$ cat src/rtl/spmmio_dbgmaster.sv
// spmmio_dbgmaster: debug bus master for the spmmio Wishbone bus.
// Takes fixed-format peek/poke commands from a byte stream (e.g. a host UART),
// runs one 32-bit classic Wishbone cycle per command, and returns a status
// byte, plus read data for reads, on a response byte stream.
// Stalled or unmapped slaves are abandoned after a bounded number of
// strobe cycles, so the master cannot hang.
module spmmio_dbgmaster #(
  parameter int timeout = 255  // max non-ack strobe cycles, 1..65535
) (
  input  logic        clk,
  input  logic        reset,
  input  logic [0:7]  rx_data,
  input  logic        rx_valid,
  output logic        rx_ready,
  output logic [0:7]  tx_data,
  output logic        tx_valid,
  input  logic        tx_ready,
  output logic [0:23] adr_o,
  output logic        cyc_o,
  output logic        stb_o,
  output logic [0:3]  sel_o,
  output logic        we_o,
  output logic [0:31] dat_o,
  input  logic        ack_i,
  input  logic [0:31] dat_i
);

  typedef enum logic [2:0] {IDLE, ADDR, WDATA, BUS, RESP} state_t;

  localparam logic [3:0]  op_nop   = 4'h0;
  localparam logic [3:0]  op_write = 4'h1;
  localparam logic [3:0]  op_read  = 4'h2;
  localparam logic [7:0]  resp_ok  = 8'h4B;
  localparam logic [7:0]  resp_tmo = 8'h54;
  localparam logic [7:0]  resp_bad = 8'h3F;
  // Counter value at which the current non-ack cycle is the last one allowed.
  localparam logic [15:0] last_wait = 16'(timeout - 1);

  state_t      state_reg;
  logic [15:0] wait_cnt_reg;   // strobe cycles seen without ack
  logic [2:0]  byte_cnt_reg;   // bytes taken in ADDR/WDATA, bytes still owed in RESP
  logic [0:31] rd_data_reg;    // read data, shifted out MSB byte first

  // Command parser, bus cycle sequencer and response sender in one FSM;
  // every output is a register so nothing reaches the pins combinationally.
  always_ff @(posedge clk) begin
    if (reset) begin
      state_reg    <= IDLE;
      wait_cnt_reg <= '0;
      byte_cnt_reg <= '0;
      rd_data_reg  <= '0;
      rx_ready     <= 1'b1;
      tx_valid     <= 1'b0;
      tx_data      <= '0;
      adr_o        <= '0;
      cyc_o        <= 1'b0;
      stb_o        <= 1'b0;
      sel_o        <= '0;
      we_o         <= 1'b0;
      dat_o        <= '0;
    end else begin
      case (state_reg)
        IDLE: begin
          if (rx_valid) begin
            byte_cnt_reg <= '0;
            case (rx_data[0:3])
              op_nop: ;  // sync byte: swallow and keep waiting
              op_write, op_read: begin
                we_o      <= (rx_data[0:3] == op_write);
                sel_o     <= rx_data[4:7];
                state_reg <= ADDR;
              end
              default: begin
                // Unknown opcode: report it and do not attempt any framing.
                rx_ready  <= 1'b0;
                tx_data   <= resp_bad;
                tx_valid  <= 1'b1;
                state_reg <= RESP;
              end
            endcase
          end
        end

        ADDR: begin
          if (rx_valid) begin
            byte_cnt_reg <= byte_cnt_reg + 3'd1;
            if (byte_cnt_reg == 3'd2) begin
              // Last address byte: the word-offset bits never leave the master.
              adr_o        <= {adr_o[8:23], rx_data[0:5], 2'b00};
              byte_cnt_reg <= '0;
              if (we_o) begin
                state_reg <= WDATA;
              end else begin
                rx_ready     <= 1'b0;
                cyc_o        <= 1'b1;
                stb_o        <= 1'b1;
                wait_cnt_reg <= '0;
                state_reg    <= BUS;
              end
            end else begin
              adr_o <= {adr_o[8:23], rx_data};
            end
          end
        end

        WDATA: begin
          if (rx_valid) begin
            dat_o        <= {dat_o[8:31], rx_data};
            byte_cnt_reg <= byte_cnt_reg + 3'd1;
            if (byte_cnt_reg == 3'd3) begin
              rx_ready     <= 1'b0;
              cyc_o        <= 1'b1;
              stb_o        <= 1'b1;
              wait_cnt_reg <= '0;
              state_reg    <= BUS;
            end
          end
        end

        BUS: begin
          // Ack wins over timeout when both land on the same edge.
          if (ack_i) begin
            cyc_o        <= 1'b0;
            stb_o        <= 1'b0;
            rd_data_reg  <= dat_i;
            tx_data      <= resp_ok;
            tx_valid     <= 1'b1;
            byte_cnt_reg <= we_o ? 3'd0 : 3'd4;
            state_reg    <= RESP;
          end else if (wait_cnt_reg == last_wait) begin
            cyc_o        <= 1'b0;
            stb_o        <= 1'b0;
            tx_data      <= resp_tmo;
            tx_valid     <= 1'b1;
            byte_cnt_reg <= '0;
            state_reg    <= RESP;
          end else begin
            wait_cnt_reg <= wait_cnt_reg + 16'd1;
          end
        end

        RESP: begin
          // tx_data only moves on an accepted handshake, so it holds under backpressure.
          if (tx_ready) begin
            if (byte_cnt_reg == 3'd0) begin
              tx_valid  <= 1'b0;
              rx_ready  <= 1'b1;
              state_reg <= IDLE;
            end else begin
              tx_data      <= rd_data_reg[0:7];
              rd_data_reg  <= {rd_data_reg[8:31], 8'h00};
              byte_cnt_reg <= byte_cnt_reg - 3'd1;
            end
          end
        end

        default: begin
          state_reg <= IDLE;
          rx_ready  <= 1'b1;
          tx_valid  <= 1'b0;
          cyc_o     <= 1'b0;
          stb_o     <= 1'b0;
        end
      endcase
    end
  end

endmodule

$ cat config.mk
export PLATFORM = sky130hd
export DESIGN_NAME = spmmio_dbgmaster
export DESIGN_NICKNAME = d
export VERILOG_FILES = /design/src/rtl/spmmio_dbgmaster.sv
export SDC_FILE = /design/constraint.sdc
export NUM_CORES = 1
export LEC_CHECK = 0
export CAP_MARGIN = 20
export CORE_MARGIN = 2
export CORE_UTILIZATION = 45
export CTS_BUF_LIST = sky130_fd_sc_hd__clkbuf_2 sky130_fd_sc_hd__clkbuf_4 sky130_fd_sc_hd__clkbuf_8
export DETAILED_ROUTE_END_ITERATION = 6
export PLACE_DENSITY = 0.75
export REMOVE_ABC_BUFFERS = 1
export SYNTH_ARGS = -nofsm -noshare
export SYNTH_HDL_FRONTEND = slang
export SYNTH_SLANG_ARGS = --single-unit
$ cat constraint.sdc
create_clock -name clk -period 2 [get_ports clk]
set_clock_uncertainty 0.05 [all_clocks]
set_input_delay 0.2 -clock clk [delete_from_list [all_inputs] [get_ports clk]]
set_output_delay 0.2 -clock clk [all_outputs]
set_load 0.05 [all_outputs]
==> summary.md <==
| Metric | Value |
|---|---|
| Outcome | `finished, final reports clean` |
| Critical path, cell by cell | `ha_4 -> ha_4 -> inv_2 -> a22oi_2 -> a21oi_4 -> buf_4 -> clkbuf_16 -> o31ai_1 -> a21oi_1` |
| Worst setup path class | `reg2reg` |
| Slowest Stage Delay on Critical Path | `0.38 ns` |
| Tot Pwr | `6.54 mW` |
| TritonCTS Sinks | `126` |
| Die width | `114 um` |
| Place WS | `-0.327 ns` |
| DP HPWL | `9.47 mm` |
| I/O Pins | `118` |
| Peak Freq | `501 MHz` |
| Seq cells post-synth | `126` |
| Total Wirelength | `14.5 mm` |
| GP Congestion | `~0.85` |
| Slew headroom | `63.9%` |
| Pwr/cell area | `about 850 nW/um^2` |
| Full die area | `12,900 um^2` |
| Synth unique cells | `50` |
| PortBufs | `117` |
| Nets | `approximately 870` |
| Initial antenna violation count | `0` |
| Placed cell areas | `7040 um^2` |
| Std-Cell Rows | `40` |
| Worst setup SP type | `flop` |
| DR pass1 iterations | `5` |
| Fraction of registers with async set/reset | `0%` |
| GRT overflow | `0` |
| Critical Path Sink Type | `flop` |
| Mean Syn Cell Area | `8.07 um^2` |
| Ant. Diodes | `0` |
| Unrepaired setup endpoints after global routing | `true` |
| Worst Path Required | `2.25 ns` |
| Register area share after synthesis | `46.6%` |
| EDFF count, synth | `0` |
| Core ar. | `11,900 um^2` |
| DR iter-0 viols | `541` |
| Die H | `114 um` |
| Clock transition at the registers of the reported paths | `around 0.07 ns` |
| Routed len/inst | `14.8 um` |
| Top FF cell, synth | `dfxtp_1` |
| Maximum fanout along the worst path | `17` |
| Pin count of the biggest net entering global routing | `75` |
| Routed via count | `5,375` |
| Layout area overhead | `42.6%` |
| First-pass GRT wire length | `22.5 mm` |
| Final setup viols | `0` |
| Mapped Area | `5420 um^2` |
| Total CTS buffers | `17` |
| DR DRC count | `0` |
| Ratio of cells with drive above 1 in the final layout | `16.7%` |
| Worst skew pair latency | `0.43 ns` |
| Max-slew violations | `0` |
| Clock Tree Root | `clkbuf_8` |
| Final Hold Viols | `0` |
| Period utilization | `99.8%` |
| Final antenna-violating net count | `0` |
| Maxcap violations | `0` |
| Slew @ Worst Pin | `0.540 ns` |
| Max VDD drop | `~0.44 mV` |
| Minimum clock period | `2.00 ns` |
| Design area | `7720 um^2` |
| DR vias/cell | `about 5.5` |
| Slowest cell on the critical path | `dfxtp_4` |
| Min setup slack post-route | `0.00360 ns` |
| Initial core utilization | `45.7%` |
| Ys Warns | `0` |
| Lkg Pwr | `2.70 nW` |
| Mapped Cells | `671` |
| GRT Total Usage | `21.3%` |
| HP Class | `in2reg` |
| Critical path arrival | `2.24 ns` |
| Vias in the first global route | `4,851` |
| CTS tree | `built` |
| Critical path's most frequent cell | `ha_4` |
| H-tree depth | `4` |
| Fill cells | `960` |
| CTS Buffer Depth | `2` |
## cell families after synthesis
kind of cell / synth area share (%)
and+or+nand+nor: 25.3
AOI/OAI and AO/OA: 19.8
DFF: 46.6
buffers and inverters: 4.74
muxes: 1.48
adders and majority gates: 1.62
xor gates and xnor gates: 0.485
## cells in the mapped netlist, drive strengths merged (2+ instances only)
cell type	n	area, um^2
a21o	2	15.0
o21a	4	30.0
nand4	6	37.5
nand2	177	664
or3	3	18.8
nand2b	8	50.1
a21oi	97	493
nor2	41	154
o21ai	7	35.0
xnor2	3	26.3
o211ai	3	22.5
inv	9	33.8
mux2i	8	80.1
nand3	20	100
ha	7	87.6
dfxtp	126	2520
or4	14	105
or2	2	15.0
and4	4	35.0
o22ai	2	12.5
nor2b	4	25.0
and2	6	37.5
o31ai	16	120
buf	15	91.3
a311oi	26	234
nor3	7	35.0
nand3b	2	15.0
a211oi	2	15.0
clkbuf	35	131
and3	2	12.5
## per-stage QoR
stage	util [%]	cells	hold slack [ns]	TNS, ns
after floorplan	-	621	0.218	-32.92
after global placement	59.3	937	0.389	-1.58
after detailed placement	59.3	937	0.397	-3.31
after CTS	63.1	973	0.115	-0.0349
after global routing	65.1	980	0.140	-0.811
final	65.1	980	0.143	0
## report_power, final
part,internal (mW),leakage (nW),switching [mW]
registers,2.66,1.02,0.108
logic,0.790,1.49,1.03
clock network,0.905,0.179,1.04
total,4.36,2.70,2.18
## path summary, 6_finish.rpt
check / from / end / slack [ns] / depth (start not counted)
worst min register to register: dat_o[0] / dat_o[0] / 0.41 / 2
worst max register to register: byte_cnt_reg[0] / stb_o / 0.004 / 9
worst min-delay path: reset / tx_data[7] / 0.14 / 2
worst max-delay path: byte_cnt_reg[0] / stb_o / 0.004 / 9
## what timing repair did
| item | 4_1_cts | 5_1_grt |
|---|---|---|
| setup endpoints to repair | 20 | 20 |
| cloned | 1 | 3 |
| resized for setup | 8 | 34 |
| pin swaps | 5 | 17 |
| hold buffers | 0 | 0 |
| setup buffers | 3 | 4 |
## cell usage in the layout (no fill, tap or decap), types with 4 or more instances in the layout
master / instances
nand2_1: 177
dfxtp_1: 121
clkdlybuf4s50_1: 115
a21oi_1: 89
buf_4: 52
nor2_1: 40
a311oi_1: 25
nand3_1: 20
clkbuf_8: 18
o31ai_1: 14
nand2b_1: 8
mux2i_1: 8
or4_1: 8
buf_12: 8
nor3_1: 7
o21ai_0: 7
and2_1: 6
nand4_1: 6
or4_4: 6
a21oi_2: 6
inv_1: 5
clkinv_2: 5
and4_1: 4
o21a_1: 4
ha_1: 4
clkinv_4: 4
## critical path, delay by kind of cell (launching register included)
family | cells | cell delay (ns)
AO/OA/AOI/OAI | 4 | 0.81
flip-flops | 1 | 0.38
buffers and inverters | 3 | 0.37
adder cells (fa/ha/maj) | 2 | 0.26
## cell type report
class | instances | area [um^2] | share of cell area, %
inverters | 9 | 36.3 | 0.470
clock buffers | 19 | 255 | 3.31
repair buffers | 180 | 1820 | 23.5
well taps | 147 | 184 | 2.38
multi-input cells | 486 | 2800 | 36.3
flip-flops and latches | 126 | 2530 | 32.8
clock inverters | 13 | 92.6 | 1.20
## layer usage
layer  wire length, um  global-route usage, %  up-vias
met1              6440                   26.8     2533
met4               244                   7.24        0
met2              6980                   35.2      183
met3               831                   6.11       26
met5                 0                      0        -
li1                  -                      -     2633
(Power assumes the default switching activity.)
